`src/rtl/seq_mult_n.sv`:
```
// seq_mult_n: sequential shift-add multiplier, one partial product per clock.
// Operands are captured when a rising edge of 'start' is accepted in IDLE.
// After WIDTH iterations, 'product' holds {A,B} and 'done' pulses for one cycle.
// Two's-complement operation uses a (WIDTH+1)-bit accumulator {X,A}.
// The sign extension bit X keeps most-negative * most-negative in range.
// Optional feature: define UNSIGNED_MODE_EN to add the 'is_signed' port.
// With is_signed low, the operands are treated as unsigned.
module seq_mult_n #(
  parameter int WIDTH = 8
) (
  input  logic                 Clk,
  input  logic                 Reset_Load_Clear_SH,
  input  logic                 start,
  input  logic [WIDTH-1:0]     multiplicand,
  input  logic [WIDTH-1:0]     multiplier,
`ifdef UNSIGNED_MODE_EN
  input  logic                 is_signed,
`endif
  output logic                 busy,
  output logic                 done,
  output logic [2*WIDTH-1:0]   product,
  output logic                 x_out
);

  localparam int CW = $clog2(WIDTH);
  localparam logic [CW-1:0] LAST = CW'(WIDTH - 1);

  typedef enum logic [1:0] {IDLE, CALC, DONE} state_t;

  state_t           state, state_next;
  logic             start_prev;
  logic             start_rise;
  logic [WIDTH-1:0] s_reg, a_reg, b_reg;
  logic             x_reg;
  logic [CW-1:0]    count;
  logic             sgn;

  // Per-iteration datapath values
  logic             ext_a, ext_s;
  logic [WIDTH:0]   addend, sum;
  logic             x_sum;
  logic [WIDTH-1:0] a_sum;
  logic             x_step;
  logic [WIDTH-1:0] a_step, b_step;

  assign start_rise = start & ~start_prev;
  assign x_out      = x_reg;

`ifdef UNSIGNED_MODE_EN
  logic sgn_reg;

  // Capture signedness together with the operands so mid-operation changes are ignored
  always_ff @(posedge Clk or posedge Reset_Load_Clear_SH) begin
    if (Reset_Load_Clear_SH)                sgn_reg <= 1'b0;
    else if (state == IDLE && start_rise)   sgn_reg <= is_signed;
  end
  assign sgn = sgn_reg;
`else
  assign sgn = 1'b1;
`endif

  // One iteration: conditional add or subtract into {X,A}, then shift {X,A,B} right by one
  always_comb begin
    // NOTE: every signal assigned in a combinational block gets a value on every path; otherwise a latch is inferred.
    ext_a  = sgn & a_reg[WIDTH-1];
    ext_s  = sgn & s_reg[WIDTH-1];
    addend = {ext_s, s_reg};
    sum    = {ext_a, a_reg} + addend;
    // The last iteration has the multiplier sign bit, which has weight -2^(N-1).
    if (sgn && count == LAST) sum = {ext_a, a_reg} - addend;
    {x_sum, a_sum} = {x_reg, a_reg};
    if (b_reg[0]) {x_sum, a_sum} = sum;
    // Signed mode: X keeps the sign (arithmetic shift). Unsigned mode: the carry shifts out.
    x_step = sgn ? x_sum : 1'b0;
    a_step = {x_sum, a_sum[WIDTH-1:1]};
    b_step = {a_sum[0], b_reg[WIDTH-1:1]};
  end

  // Edge-detect history for start, sampled every clock
  always_ff @(posedge Clk or posedge Reset_Load_Clear_SH) begin
    // NOTE: sequential state uses non-blocking assignments so all registers update from pre-edge values.
    if (Reset_Load_Clear_SH) start_prev <= 1'b0;
    else                     start_prev <= start;
  end

  // Datapath registers: load on accept, iterate in CALC, capture result on final iteration
  always_ff @(posedge Clk or posedge Reset_Load_Clear_SH) begin
    if (Reset_Load_Clear_SH) begin
      s_reg   <= '0;
      a_reg   <= '0;
      b_reg   <= '0;
      x_reg   <= 1'b0;
      count   <= '0;
      product <= '0;
    end else if (state == IDLE && start_rise) begin
      s_reg <= multiplicand;
      b_reg <= multiplier;
      a_reg <= '0;
      x_reg <= 1'b0;
      count <= '0;
    end else if (state == CALC) begin
      x_reg <= x_step;
      a_reg <= a_step;
      b_reg <= b_step;
      count <= count + 1'b1;
      // product is ready in the same cycle that done pulses
      if (count == LAST) product <= {a_step, b_step};
    end
  end

  // FSM state register
  always_ff @(posedge Clk or posedge Reset_Load_Clear_SH) begin
    if (Reset_Load_Clear_SH) state <= IDLE;
    else                     state <= state_next;
  end

  // FSM next-state logic; a start edge seen in CALC or DONE is dropped, not queued
  always_comb begin
    state_next = state;
    case (state)
      IDLE:    if (start_rise) state_next = CALC;
      CALC:    if (count == LAST) state_next = DONE;
      DONE:    state_next = IDLE;
      default: state_next = IDLE;
    endcase
  end

  // FSM outputs, decoded from the current state
  always_comb begin
    busy = (state == CALC);
    done = (state == DONE);
  end

endmodule

```
`config.mk`:
```
export PLATFORM = sky130hd
export DESIGN_NAME = seq_mult_n
export DESIGN_NICKNAME = d
export VERILOG_FILES = /design/src/rtl/seq_mult_n.sv
export SDC_FILE = /design/constraint.sdc
export NUM_CORES = 1
export LEC_CHECK = 0
export BUFFER_PORTS_ARGS = -buffer_cell sky130_fd_sc_hd__buf_2
export CORE_MARGIN = 5
export CORE_UTILIZATION = 40
export CTS_BUF_LIST = sky130_fd_sc_hd__clkbuf_2
export DETAILED_ROUTE_END_ITERATION = 16
export GPL_ROUTABILITY_DRIVEN = 0
export SKIP_CTS_REPAIR_TIMING = 1
export SYNTH_ARGS = -nofsm -noshare
export SYNTH_HDL_FRONTEND = slang
export SYNTH_SLANG_ARGS = --single-unit
```
`constraint.sdc`:
```
create_clock -name Clk -period 3.5 [get_ports Clk]
set_input_delay 0.175 -clock Clk [delete_from_list [all_inputs] [get_ports Clk]]
set_output_delay 0.175 -clock Clk [all_outputs]
set_load 0.005 [all_outputs]
```
Yosys cells after proc, flatten, opt, wreduce, memory -nomap -nowiden
Index checks and enable logic that the tools add are counted.

Memories: 0. Input bits: 19. Logic and storage cells: 38. RAM bits: 0. Register bits after elaboration: 47. ROM bits: 0. Bits in latches: 0. Output and inout bits: 19.

Shift operators: 0. Divide/modulo/power cells: 0. Add/subtract/negate cells: 3. Eq/ne operators: 5. Bitwise logic cells: 3. Reductions and logical operators: 5. Muxes and demuxes: 14. Multiply operators: 0. $lt $le $gt $ge: 0.

Operator list (count): 8-bit 2-to-1 mux (5); 8-bit by 8-bit adder with 9-bit output (1); 9-bit 2-to-1 mux (1); 8-bit by 8-bit subtractor with 9-bit output (1); 3-bit 2-to-1 mux (2); 2-bit 2-to-1 mux (2); 2-bit case mux with 2 select lines (1); 3-bit by 1-bit adder with 3-bit output, second input constant (1); 3-bit == test, second input constant (1); 1-bit 2-to-1 mux (3); 3-bit AND reduction (1); 2-bit by 1-bit == test with 1-bit output, second input constant (1); 2-bit == test, second input constant (1); 2-bit zero test (1); 2-bit by 1-bit inequality test with 1-bit output, second input constant (1); 2-bit inequality test, second input constant (1); 1-bit inverter (2); 2-bit AND reduction (1); 2-bit nonzero test (1); 1-bit bitwise AND (1); 1-bit logical AND (1).

Longest topological paths before layout
Gate-level depths: netlist (run 1).

Depth after elaboration: 5. Depth in mapped cells: 12. Depth with buffers taken out: 11.

Worst setup path before layout (run 1)
OpenSTA, ideal clock, no wires.

Path kind: register to register. Start: reg count[0]. End: reg a_reg[7]. Buffers on the path: 1. Stages on the path, launching flop included: 12. Period minus slack after synthesis: 2615 ps. Required time: 3421 ps. Setup slack: 885 ps. Arrival time: 2536 ps. Cells stage by stage: dfrtp_1 > ha_1 > ha_1 > buf_2 > mux2_2 > fa_1 > nand2b_1 > a21oi_1 > o22ai_1 > mux2_2 > nand2_1 > mux2i_1.

Longest elaborated chain between the ends: 5.

Ends and longest elaborated chain: from (decl) (line 35) `logic [CW-1:0] count;`; from (signal assigned) (line 105) `count <= count + 1'b1;`; 3-bit == test (line 70) `if (sgn && count == LAST) sum = {ext_a, a_reg} - addend;`; 9-bit 2-to-1 mux (line 70); 1-bit 2-to-1 mux (line 72) `if (b_reg[0]) {x_sum, a_sum} = sum;`; 8-bit 2-to-1 mux (line 101) `end else if (state == CALC) begin`; 8-bit 2-to-1 mux (line 95) `end else if (state == IDLE && start_rise) begin`; to (signal assigned) (line 103) `a_reg <= a_step;`; to (decl) (line 33) `logic [WIDTH-1:0] s_reg, a_reg, b_reg;`.

Every way passes these cells. The select of a mux whose other input is x is not followed. A chain may end at the register's enable or synchronous reset.

Worst setup path in the final report (run 1)
Same ends and word-level chain as after synthesis.

==> results of run 1 <==
-- cell usage in the layout, fill, tap and decap left out, drive strengths merged, types with 2 or more instances in the layout --
| cell type | n |
|---|---|
| a211oi | 2 |
| a21oi | 10 |
| a22oi | 7 |
| a31oi | 5 |
| buf | 40 |
| clkbuf | 7 |
| dfrtp | 46 |
| dlygate4sd3 | 18 |
| ha | 11 |
| inv | 12 |
| mux2 | 10 |
| mux2i | 5 |
| nand2 | 53 |
| nand2b | 2 |
| nand3 | 8 |
| nor2 | 8 |
| nor2b | 3 |
| nor3 | 3 |
| o21ai | 26 |
| xnor2 | 10 |
| xor2 | 2 |
-- where the power goes --
| part | internal (mW) | leakage (nW) | switching, mW |
|---|---|---|---|
| registers | 0.786 | 0.567 | 0.233 |
| clock network | 0.127 | 0.0432 | 0.168 |
| logic | 0.803 | 0.777 | 0.894 |
-- worst max-delay path, cell delays in order (launching register included) --
cell	delay, ns
dfrtp_1	0.41
ha_1	0.15
ha_1	0.34
mux2_2	0.42
fa_1	0.42
nand2b_1	0.17
a21oi_1	0.18
o22ai_1	0.12
mux2_2	0.30
nand2_1	0.08
mux2i_1	0.17
-- through the flow --
| step | power, mW | cells | worst slack, ns | instance area [µm²] | hold WS, ns |
|---|---|---|---|---|---|
| floorplan | 2.29 | 247 | 0.885 | 2370 | 0.206 |
| global placement | 2.72 | 351 | 0.745 | 2630 | 0.317 |
| detailed placement | 2.74 | 351 | 0.704 | 2630 | 0.320 |
| CTS | 3.04 | 359 | 0.661 | 2700 | -0.145 |
| global route | 3.35 | 377 | 0.473 | 2880 | 0.418 |
| finish | 3.01 | 377 | 0.695 | 2880 | 0.435 |
-- final cells by class --
cell class              count  share of cell area
multi-input cells         177               0.393
inverters                  13              0.0170
well taps                  75              0.0326
repair buffers             58               0.135
clock buffers               7              0.0122
clock inverters             1              0.0104
flip-flops and latches     46               0.400
-- cell families after synthesis --
group / Yosys count / share of synthesized area
adder cells (fa/ha/maj): 12 / 0.0665
multiplexers: 15 / 0.0686
AO/OA/AOI/OAI: 54 / 0.133
AND/OR/NAND/NOR: 84 / 0.161
XOR/XNOR: 12 / 0.0443
flip-flops: 46 / 0.485
buffers and inverters: 24 / 0.0411
-- layer usage --
layer / vias to the layer above / share of wire / track usage
met5: - / 0 / 0
li1: 951 / - / -
met3: 6 / 0.038 / 0.0360
met1: 898 / 0.46 / 0.187
met4: 0 / 0.014 / 0.0482
met2: 33 / 0.49 / 0.244
-- worst max-delay path by stage --
stage                     startpoint           to  slack (ns)  cells past startpoint
after global placement      count[0]  product[15]        0.74                     10
after floorplan             count[0]     a_reg[7]        0.89                     11
final                       count[0]     a_reg[7]        0.69                     10
after detailed placement    count[0]     a_reg[7]        0.70                     10
after CTS                   count[0]     a_reg[7]        0.66                     10
after global routing        count[0]     a_reg[7]        0.47                     10
==> metrics.md, run 1 <==
| Metric | Value |
|---|---|
| Actual transition at the worst max-transition pin | 0.937 ns |
| DRC viols | 0 |
| Slew headroom | 0.375 |
| Worst-path clk slew | 0.23 ns |
| Status | finished, final reports clean |
| Detail Route Antenna Nets | 0 |
| Nets | 332 |
| EDFF count, synth | 0 |
| Vias in the first global route | 1843 |
| Worst Hold Launch | start |
| Die Ht | 87.0 µm |
| Worst r2r src | count[0] |
| Via count | 1888 |
| Synth Cell Area | 2370 µm² |
| Synthesis-stage register bit count | 46 |
| Initial detailed-routing violation count | 62 |
| Area leader, netlist | dfrtp_1 |
| R2R setup slack | 0.69 ns |
| CTS sink count | 46 |
| Seq/Total Area, Yosys | 0.485 |
| WL per Instance | 13.6 µm |
| RR Endpoint | a_reg[7] |
| Yosys cell types | 36 |
| Largest net degree at the start of global routing | 47 |
| Ys flop type | dfrtp_1 |
| Num CTS Buffers | 5 |
| RSZ-0062 raised after global routing | no |
| Htree depth | 2 |
| Peak VDD IR | 0.444 mV |
| Area contributors post-synth | dfrtp_1 (49%), nand2_1 (8.4%), ha_1 (5.8%), o21ai_0 (5.1%), mux2_2 (4.7%) |
| CP Launch Type | flip-flop |
| Syn nets | 278 |
| TritonCTS clock tree | done |
| Area of the multi-input gates | 1130 µm² |
| LEAKAGE | 1.39 nW |
| YS warnings | 0 |
| Final hold vios | 0 |
| Initial Utilization | 0.405 |
| All-Layer GR Usage | 0.147 |
| Largest register FFs | 16 |
| Final core utilization | 0.492 |
| Maximum clock insertion buffer count | 2 |
| Top cell type's share of synthesized area | 0.485 |
| Critical setup path kind | flip-flop to flip-flop |
| Most common cell in the netlist | nand2_1 |
| I/O Buffers | 37 |
| MaxCap Viol Count | 0 |
| Hold Crit Endpoint | start_prev |
| Clock root cell | clkbuf_2 |
| Async SR Flop Fraction | 1.00 |
| Die ar. | 7570 µm² |
| Share of cells above drive strength 1 | 0.205 |
| Power density over the cells | 1050 nW/µm² |
| Worst Path Required | 3.85 ns |
| Clock skew | 0.0167 ns |
| Crit path DAT | 3.16 ns |
| Register area | 1150 µm² |
| Clk_lat worst skew | 0.40 ns |
| Worst Hold Class | input pin to flip-flop |
| Fin. max-slew vios | 0 |
| WHS Path Cells | 2 |
| Antenna violations before repair | 0 |
| Fillcell total | 549 |
| Width of the chip | 87.0 µm |
| First-pass GRT wire length | 8830 µm |
| Period minus WS final | 2.81 ns |
| N_diodes | 0 |
| Grt ovf | 0 |
| Final cycle utilization of the critical path | 0.801 |
| Largest fanout on the critical path | 10 |
| Syn-to-layout area delta | 21.3% |
| # setup viols final | 0 |
| Reg2Reg Depth | 10 |
| Row cnt | 28 |
| Leading cell types by count after synthesis | nand2_1 (53), dfrtp_1 (46), o21ai_0 (24), inv_1 (12), ha_1 (11) |
| Most flops, register | product |
| Syn Area/Cell | 9.60 µm² |
| Endpoint class of the critical path | flip-flop |
| Fmax achieved | 356 MHz |
| DP HPWL | 3650 µm |
| DRT Wirelength | 5120 µm |
| Post-synthesis cell count | 247 |
| DR pass1 iterations | 4 |
| Setup TNS | 0 ns |
| Core box area | 5850 µm² |
| Vias/cell | 5.01 |
| I/O pins | 38 |
Note: power is estimated with default switching activity, not from simulation.
==> run 2: changes to the inputs <==
==> constraint.sdc (replaced) <==
create_clock -name Clk -period 2.6 [get_ports Clk]
set_input_delay 0.13 -clock Clk [delete_from_list [all_inputs] [get_ports Clk]]
set_output_delay 0.13 -clock Clk [all_outputs]
set_load 0.005 [all_outputs]
==> metrics.md, run 2 (synthesized netlist as in run 1, its figures left out) <==
| Metric | Value |
|---|---|
| Layout Cells excl Fill | 392 (+4.0%) |
| Num CTS Buffers | 5 (unchanged) |
| Crit-path cells | ha_2, ha_4, mux2_2, fa_2, nand2b_4, a21oi_4, o22ai_2, mux2_4, nand2_2, mux2i_1 |
| Endpoint class of the critical path | flip-flop |
| Crit path DAT | 2.95 ns (-0.21 ns) |
| Largest register FFs | 16 (unchanged) |
| Met3 WL | 177 µm (-10%) |
| Initial detailed-routing violation count | 95 (+53%) |
| Antenna violations before repair | 0 (unchanged) |
| Critical path's slowest cell | dfrtp_1 |
| Worst Hold Class | input pin to flip-flop |
| Syn-to-layout area delta | 30.7% |
| M1 WL | 2550 µm (+8.7%) |
| Row cnt | 28 (unchanged) |
| Uppermost routed layer | met4 |
| Final hold vios | 0 (unchanged) |
| Nets | 347 (+4.5%) |
| Setup TNS | 0 ns (unchanged) |
| Register area | 1150 µm² (unchanged) |
| DRT Wirelength | 5500 µm (+7.5%) |
| Via count | 1923 (+1.9%) |
| Fin. max-slew vios | 0 (unchanged) |
| Clk_lat worst skew | 0.45 ns (+0.05 ns) |
| Most flops, register | product |
| Worst-path clk slew | 0.27 ns (+0.04 ns) |
| All-Layer GR Usage | 0.151 (+0.00452) |
| Net Sw Power | 2.02 mW (+56%) |
| Worst Path Required | 2.98 ns (-0.87 ns) |
| Vias in the first global route | 1848 (+0.27%) |
| Vias/cell | 4.91 (-2.0%) |
| Fillcell total | 548 (-0.18%) |
| Share of cells above drive strength 1 | 0.290 (+0.0849) |
| First-pass GRT wire length | 9020 µm (+2.1%) |
| Most frequent cells in the layout | nand2_1 (52), dfrtp_1 (46), buf_2 (37), o21ai_0 (21), dlygate4sd3_1 (18) |
| Internal | 2.65 mW (+55%) |
| Detail Route Antenna Nets | 0 (unchanged) |
| Clock skew | 0.0232 ns (+0.00650 ns) |
| N_diodes | 0 (unchanged) |
| Die Ht | 87.0 µm (unchanged) |
| Sequential power share | 0.294 (-0.045) |
| Cells after DPL | 363 (+3.4%) |
| Fmax achieved | 390 MHz (+9.3%) |
| Peak VDD IR | 0.689 mV (+55%) |
| Width of the chip | 87.0 µm (unchanged) |
| Place WS | -0.140 ns (-0.844 ns) |
| CTS sink count | 46 (unchanged) |
| Met2 routed WL | 2710 µm (+8.0%) |
| Initial Utilization | 0.405 (unchanged) |
| Maximum clock insertion buffer count | 2 (unchanged) |
| Worst hold slack | 0.323 ns (-0.112 ns) |
| Period minus WS final | 2.57 ns (-0.239 ns) |
| Worst Slack Setup Final | 0.0341 ns (-0.661 ns) |
| I/O Buffers | 37 (unchanged) |
| DRC viols | 0 (unchanged) |
| Actual transition at the worst max-transition pin | 0.951 ns (+0.0140 ns) |
| I/O pins | 38 (unchanged) |
| Core box area | 5850 µm² (unchanged) |
| DR pass1 iterations | 4 (unchanged) |
| Switching Share | 0.432 (+0.00241) |
| DP HPWL | 3900 µm (+6.8%) |
| CP Launch Type | flip-flop |
| WL per Instance | 14.0 µm (+3.3%) |
| MaxCap Viol Count | 0 (unchanged) |
| # setup viols final | 0 (unchanged) |
| Most common cell after layout, fill and taps aside | nand2_1 |
| Htree depth | 2 (unchanged) |
| Clock root cell | clkbuf_2 |
| Clock share of power | 0.093 (-0.005) |
| Status | finished, final reports clean |
| Power density over the cells | 1510 nW/µm² (+44%) |
| Slew headroom | 0.365 (-0.00932) |
| Worst path max stage delay | 0.42 ns (about the same) |
| Die ar. | 7570 µm² (unchanged) |
| TritonCTS clock tree | done |
| Grt ovf | 0 (unchanged) |
| Largest fanout on the critical path | 6 (-4) |
| Logic pwr share | 0.614 (+0.050) |
| Critical setup path kind | flip-flop to flip-flop |
| Area of the multi-input gates | 1230 µm² (+8.7%) |
| RSZ-0062 raised after global routing | yes |
| LEAKAGE | 1.49 nW (+7.2%) |
| Final cycle utilization of the critical path | 0.987 (+0.185) |
| Largest net degree at the start of global routing | 47 (unchanged) |
## run 2: cell count changes in the layout (fill, tap and decap cells not counted), sizes merged
cell      delta
clkinvlp     +1
buf         +15
clkbuf       -2
inv          +1
## run 2: final cells by class
| type | count | area share |
|---|---|---|
| multi-input combinational | 177 | 0.396 |
| timing repair buffer | 73 | 0.163 |
| inverter | 13 | 0.0157 |
| clock buffer | 5 | 0.00807 |
| clock inverter | 3 | 0.0157 |
| sequential | 46 | 0.371 |
| tap | 75 | 0.0303 |
## run 2: routing by layer
metal  global-route usage  vias to the layer above
li1                     -                      990
met1                0.196                      900
met2                0.250                       26
met3               0.0360                        7
met4               0.0467                        0
met5                    0                        -
## run 2: worst paths after layout
kind	from	endpoint	cells after the start	slack [ns]
worst min-delay path	start	start_prev	2	0.32
max in group asynchronous	Reset_Load_Clear_SH	product[14]	3	1.61
min in group asynchronous	Reset_Load_Clear_SH	product[10]	3	0.39
worst max register to register	count[1]	a_reg[7]	10	0.03
worst max-delay path	count[1]	a_reg[7]	10	0.03
worst min register to register	product[11]	product[11]	2	0.51
## run 2: critical path: cells and delay by family, from the launching register on
family	cells	cell delay (ns)
mux	3	0.86
fa+ha+maj	3	0.75
flops	1	0.42
compound gates	2	0.27
simple gates	2	0.22
## run 2: stage by stage
step           total power, mW  cell area (µm²)   util
6_report                  4.67             3100  0.530
5_1_grt                   5.12             3100  0.530
4_1_cts                   4.35             2800  0.478
3_5_place_dp              3.92             2730  0.466
3_3_place_gp              3.86             2730  0.466
2_1_floorplan             3.10             2380      -
## run 2: power by group through the flow
stage / Clock (mW) / Combinational [mW] / Sequential [mW]
floorplan: 0 / 1.79 / 1.31
global placement: 0 / 2.49 / 1.38
detailed placement: 0 / 2.53 / 1.39
CTS: 0.449 / 2.54 / 1.37
global route: 0.479 / 3.22 / 1.42
finish: 0.434 / 2.87 / 1.37
